File: config.mk
export PLATFORM = sky130hd
export DESIGN_NAME = seq_alu_flat
export DESIGN_NICKNAME = d
export VERILOG_FILES = /design/src/rtl/seq_alu_if.sv /design/src/rtl/seq_alu.sv /design/src/flat_wrapper.sv
export SDC_FILE = /design/constraint.sdc
export NUM_CORES = 1
export LEC_CHECK = 0
export ABC_CLOCK_PERIOD_IN_PS = 3400
export BUFFER_PORTS_ARGS = -buffer_cell sky130_fd_sc_hd__buf_2
export CAP_MARGIN = 0
export CORE_MARGIN = 1
export CORE_UTILIZATION = 58
export CTS_BUF_LIST = sky130_fd_sc_hd__clkbuf_2 sky130_fd_sc_hd__clkbuf_4 sky130_fd_sc_hd__clkbuf_8
export CTS_CLUSTER_DIAMETER = 50
export CTS_CLUSTER_SIZE = 8
export DETAILED_ROUTE_END_ITERATION = 8
export PLACE_DENSITY = 0.85
export SETUP_SLACK_MARGIN = 0.3
export SYNTH_ARGS = -nofsm -noshare
export SYNTH_HDL_FRONTEND = slang
export SYNTH_SLANG_ARGS = --single-unit
File: constraint.sdc
create_clock -name clk -period 3.4 [get_ports clk]
set_input_delay 0.17 -clock clk [delete_from_list [all_inputs] [get_ports clk]]
set_output_delay 0.17 -clock clk [all_outputs]
set_load 0.01 [all_outputs]
File: src/rtl/seq_alu_if.sv
// +--------------------------------------------------------------------+
// | seq_alu_if : start/busy/done request bus for seq_alu               |
// | Rev 1.0                                                            |
// +--------------------------------------------------------------------+
`default_nettype none

interface seq_alu_if #(
  parameter int WIDTH = 32
) ();
  logic             start;
  logic [3:0]       ALUOp;
  logic [WIDTH-1:0] A;
  logic [WIDTH-1:0] B;
  logic             busy;
  logic             done;
  logic [WIDTH-1:0] C;
  logic [WIDTH-1:0] H;

  modport master (
    output start, ALUOp, A, B,
    input  busy, done, C, H
  );

  modport slave (
    input  start, ALUOp, A, B,
    output busy, done, C, H
  );
endinterface

`default_nettype wire

File: src/rtl/seq_alu.sv
// +--------------------------------------------------------------------+
// | seq_alu : registered ALU, single-cycle ops plus iterative MULU/DIVU |
// | Rev 1.0                                                            |
// +--------------------------------------------------------------------+
`default_nettype none

module seq_alu #(
  parameter int WIDTH = 32,
  parameter int SHW   = $clog2(WIDTH)
) (
  input  logic       clk,
  input  logic       reset,
  seq_alu_if.slave   bus
);

  typedef enum logic [1:0] {
    S_IDLE = 2'd0,
    S_RUN  = 2'd1,
    S_FIN  = 2'd2
  } state_t;

  localparam logic [SHW-1:0] CNT_LAST = SHW'(WIDTH - 1);
  localparam logic [3:0]     OP_MULU  = 4'd8;
  localparam logic [3:0]     OP_DIVU  = 4'd9;

  state_t           state_q;
  logic             busy_q;
  logic             done_q;
  logic [WIDTH-1:0] c_q;
  logic [WIDTH-1:0] h_q;
  logic [WIDTH-1:0] hi_q;
  logic [WIDTH-1:0] lo_q;
  logic [WIDTH-1:0] b_q;
  logic             div_q;
  logic [SHW-1:0]   cnt_q;

  logic [WIDTH-1:0]        alu_res;
  logic                    is_multi;
  logic                    accept;
  logic [SHW-1:0]          shamt;
  logic signed [WIDTH-1:0] a_signed;
  logic [WIDTH:0]          mul_sum;
  logic [WIDTH:0]          div_sh;
  logic [WIDTH:0]          div_diff;
  logic [WIDTH-1:0]        hi_d;
  logic [WIDTH-1:0]        lo_d;

  assign shamt    = bus.B[SHW-1:0];
  assign a_signed = bus.A;
  assign is_multi = (bus.ALUOp == OP_MULU) || (bus.ALUOp == OP_DIVU);
  assign accept   = bus.start && !busy_q;

  always_comb begin
    alu_res = bus.A + bus.B;
    case (bus.ALUOp)
      4'd1:    alu_res = bus.A - bus.B;
      4'd2:    alu_res = bus.A & bus.B;
      4'd3:    alu_res = bus.A | bus.B;
      4'd4:    alu_res = bus.A >> shamt;
      4'd5:    alu_res = a_signed >>> shamt;
      4'd6:    alu_res = bus.A << shamt;
      4'd7:    alu_res = {{(WIDTH-1){1'b0}}, ($signed(bus.A) < $signed(bus.B))};
      default: alu_res = bus.A + bus.B;
    endcase
  end

  // hi_q holds the upper product half / partial remainder, lo_q the
  // multiplier being shifted out / quotient being shifted in.
  always_comb begin
    mul_sum  = {1'b0, hi_q} + (lo_q[0] ? {1'b0, b_q} : {(WIDTH+1){1'b0}});
    div_sh   = {hi_q, lo_q[WIDTH-1]};
    div_diff = div_sh - {1'b0, b_q};
    if (div_q) begin
      hi_d = div_diff[WIDTH] ? div_sh[WIDTH-1:0] : div_diff[WIDTH-1:0];
      lo_d = {lo_q[WIDTH-2:0], ~div_diff[WIDTH]};
    end else begin
      hi_d = mul_sum[WIDTH:1];
      lo_d = {mul_sum[0], lo_q[WIDTH-1:1]};
    end
  end

  always_ff @(posedge clk) begin
    if (reset) begin
      state_q <= S_IDLE;
      busy_q  <= 1'b0;
      done_q  <= 1'b0;
      c_q     <= '0;
      h_q     <= '0;
      hi_q    <= '0;
      lo_q    <= '0;
      b_q     <= '0;
      div_q   <= 1'b0;
      cnt_q   <= '0;
    end else begin
      case (state_q)
        S_RUN: begin
          hi_q  <= hi_d;
          lo_q  <= lo_d;
          cnt_q <= cnt_q + SHW'(1);
          if (cnt_q == CNT_LAST) begin
            state_q <= S_FIN;
            busy_q  <= 1'b0;
            done_q  <= 1'b1;
            c_q     <= lo_d;
            h_q     <= hi_d;
            cnt_q   <= '0;
          end
        end
        default: begin
          state_q <= S_IDLE;
          done_q  <= 1'b0;
          if (accept) begin
            if (is_multi) begin
              state_q <= S_RUN;
              busy_q  <= 1'b1;
              hi_q    <= '0;
              lo_q    <= bus.A;
              b_q     <= bus.B;
              div_q   <= (bus.ALUOp == OP_DIVU);
              cnt_q   <= '0;
            end else begin
              done_q  <= 1'b1;
              c_q     <= alu_res;
              h_q     <= '0;
            end
          end
        end
      endcase
    end
  end

  assign bus.busy = busy_q;
  assign bus.done = done_q;
  assign bus.C    = c_q;
  assign bus.H    = h_q;

endmodule

`default_nettype wire

File: src/flat_wrapper.sv
// flat-port wrapper written by rule: the top's interface ports become plain ports
module seq_alu_flat 
#(
  parameter int WIDTH = 32,
  parameter int SHW   = $clog2(WIDTH)
)
  (clk, reset, bus_start, bus_ALUOp, bus_A, bus_B, bus_busy, bus_done, bus_C, bus_H);
  seq_alu_if #(.WIDTH(WIDTH)) bus_i ();
  input  logic clk;
  input  logic reset;
  input wire logic [$bits(bus_i.start)-1:0] bus_start;
  input wire logic [$bits(bus_i.ALUOp)-1:0] bus_ALUOp;
  input wire logic [$bits(bus_i.A)-1:0] bus_A;
  input wire logic [$bits(bus_i.B)-1:0] bus_B;
  output wire logic [$bits(bus_i.busy)-1:0] bus_busy;
  output wire logic [$bits(bus_i.done)-1:0] bus_done;
  output wire logic [$bits(bus_i.C)-1:0] bus_C;
  output wire logic [$bits(bus_i.H)-1:0] bus_H;
  assign bus_i.start = bus_start;
  assign bus_i.ALUOp = bus_ALUOp;
  assign bus_i.A = bus_A;
  assign bus_i.B = bus_B;
  assign bus_busy = bus_i.busy;
  assign bus_done = bus_i.done;
  assign bus_C = bus_i.C;
  assign bus_H = bus_i.H;
  seq_alu #(.WIDTH(WIDTH), .SHW(SHW)) u_core (.clk(clk), .reset(reset), .bus(bus_i));
endmodule
==> metrics.csv <==
metric;value;unit
dieArea;33400;um2
skew;0.0212;ns
swShare;39.2;%
layout_commonest_cell;nand2_1;
final_util;71.9;%
drcViolationCount;0;
core-area;31900;um2
p_comb_share;43.4;%
synth_area_per_cell;7.39;um2
drt-total-wl;81.7;mm
synthArstFlopShare;0;%
multi_input_area;14900;um2
maxSlewHeadroom;25.5;%
gr-usage-all-layers;47.1;%
fin_cells;3267;
cpMaxStageDelayCell;fa_2;
overflow;0;
rsz0062_at_grt;true;
postPlaceCellArea;21300;um2
grt_pass1_wl;121;mm
synth_ff_type;dfxtp_1;
p_sw;2.59;mW
dieWidth;183;um
clkSinkCount;170;
dp_cells;3182;
h-tree-depth;4;
cts_buffer_depth;2;
leakagePower;9.91;nW
final-hold-violation-count;0;
period_share;97.6;%
port_buffers;136;
run_status;finished clean;
slowest_delay;0.41;ns
synth_edf_count;0;
ys_seq_area_share;17.9;%
dp_hpwl;60.5;mm
cts.clk_slew.worst_paths;0.10;ns
grt_antenna_before_repair;2;
layout_common_cells;nand2_1, a21oi_1, nor2_1, buf_4, dfxtp_1;
diodes;0;
worstPathMaxFanout;12;
yosysTopAreaCellShare;17.9;%
ir_drop;0.223;mV
ant_nets;0;
drive_gt1_share;23.1;%
post-route-min-period;3.32;ns
crit_path_frequent_cell;buf_12;
hold_path_class;primary input to flop;
worstSkewPairLatency;0.50;ns
syn-cell-area;19000;um2
p_int;4.01;mW
grt_max_degree;72;
fin_ws;0.0812;ns
hold_slack;0.0479;ns
p_clk_share;24.4;%
syn_inst;2568;
via_per_inst;6.87;
drv_slew;0;
worst_pin_slew;1.12;ns
start_util;59.5;%
clockRootBuffer;clkbuf_8;
n_fill_cell;2566;
die_h;183;um
grt_pass1_vias;20800;
yosys_warnings;0;
synth_area_leaders;dfxtp_1, ha_1, a21oi_1, nand2_1, mux4_2;
yosysTopAreaCell;dfxtp_1;
cp-end-kind;flop;
crit_type;flop to flop;
io_pins;137;
pre_cts_slack;-0.481;ns
crit_required;3.77;ns
syn_nets;2806;
drtPass1Iterations;7;
seqPwrFrac;32.2;%
start_kind;flop;
crit_arrival;3.69;ns
power_density;288;nW/um2
drt_iter0_markers;2828;
nets;3059;
max_freq;0.301;GHz
synth_seq_cells;170;
drv_cap;0;
final_area;22900;um2
place.gp.congestion;1.07;
path_cells;ha_4 -> inv_2 -> fa_2 -> a211oi_4 -> o211ai_2 -> nand4b_1 -> a21oi_2 -> o31ai_2 -> buf_4 -> xor2_4 -> buf_12 -> buf_12 -> buf_16 -> a21oi_1 -> o22a_1 -> o21ai_1;
ys_types;92;
vias;22500;
seq_area;3420;um2
rows;65;
cts-buffers-inserted;17;
cts_tree;done;
wl_per_cell;25.0;um
finalSetupViolCount;0;
area_growth;20.8;%
[routing by layer]
metal	global-route usage [%]	share of wire, %
met4	28.2	7.3
met5	0	0.029
met1	58.9	38
met3	9.51	11
met2	74.8	44
[power groups by stage]
stage | registers [mW] | logic [mW] | clock network [mW]
6_report | 2.12 | 2.86 | 1.61
4_1_cts | 2.12 | 2.66 | 1.60
5_1_grt | 2.13 | 3.00 | 1.69
3_5_place_dp | 2.16 | 2.48 | 0
2_1_floorplan | 2.16 | 1.54 | 0
3_3_place_gp | 2.16 | 2.45 | 0
[cell families (layout without fill, tap and decap cells)]
group,Yosys count,in the layout,synth area share [%]
AO/OA/AOI/OAI,871,871,30.5
XOR/XNOR,73,73,3.37
adder cells (fa/ha/maj),167,167,11.2
buffers and inverters,328,592,7.17
flip-flops,170,170,17.9
multiplexers,143,143,10.6
AND/OR/NAND/NOR,816,816,19.3
[registers in the layout, summed over array words and instances, names as in the netlist]
signal	count
u_core.b_q	32
u_core.bus.C	32
u_core.bus.H	32
u_core.hi_q	32
u_core.lo_q	32
u_core.cnt_q	5
u_core.state_q	2
u_core.bus.busy	1
u_core.bus.done	1
u_core.div_q	1
[final cells by class]
type,count,area share [%]
Inverter,147,2.44
Tap cell,435,2.37
Multi-Input combinational cell,2070,65.0
Clock inverter,11,0.698
Sequential cell,170,14.9
Timing Repair Buffer,415,13.5
Clock buffer,19,1.14
[worst paths after layout]
check / from / to / slack, ns / cells past startpoint
hold reg to reg: u_core.bus.H[24] / u_core.bus.H[24] / 0.45 / 2
hold / removal: bus_A[28] / u_core.lo_q[28] / 0.05 / 3
setup reg to reg: u_core.b_q[0] / u_core.hi_q[2] / 0.08 / 16
setup / recovery: u_core.b_q[0] / u_core.hi_q[2] / 0.08 / 16
[timing repair]
action	4_1_cts	5_1_grt
hold buffers	28	0
setup endpoints to repair	66	75
endpoints found under the hold margin	29	0
gates resized for setup	77	94
pin swaps	32	34
cloned	2	0
setup buffers	10	15
[worst max-delay path, delay by kind of cell, from the launching register on]
kind / cells / cell delay [ns]
AOI/OAI and AO/OA: 7 / 1.34
buffers and inverters: 5 / 0.66
adders and majority gates: 2 / 0.54
DFF: 1 / 0.38
and+or+nand+nor: 1 / 0.20
xor gates and xnor gates: 1 / 0.07
[metrics by stage]
stage,setup TNS [ns],power (mW)
2_1_floorplan,0,3.70
3_3_place_gp,-0.792,4.61
3_5_place_dp,-1.72,4.64
4_1_cts,0,6.37
5_1_grt,-0.000894,6.82
6_report,0,6.59
[cell usage after synthesis, drive strengths merged (15+ instances only)]
cell    count
dfxtp     170
inv       145
a311oi     17
o21a       18
mux4       43
a221oi     18
nor2      241
and2       43
xnor2      39
and3       22
nor4       16
nand2     311
nor3       49
or3        15
o211ai     50
a211oi     37
xor2       34
o21bai     15
o221ai     20
a22o       40
a21o       42
a31oi      33
a21oi     268
nand4      17
buf        59
clkbuf    122
mux2       28
nand3      33
ha        163
o21ai     171
nor2b      19
mux2i      72
nand2b     27
Note: power is estimated with default switching activity, not from simulation.
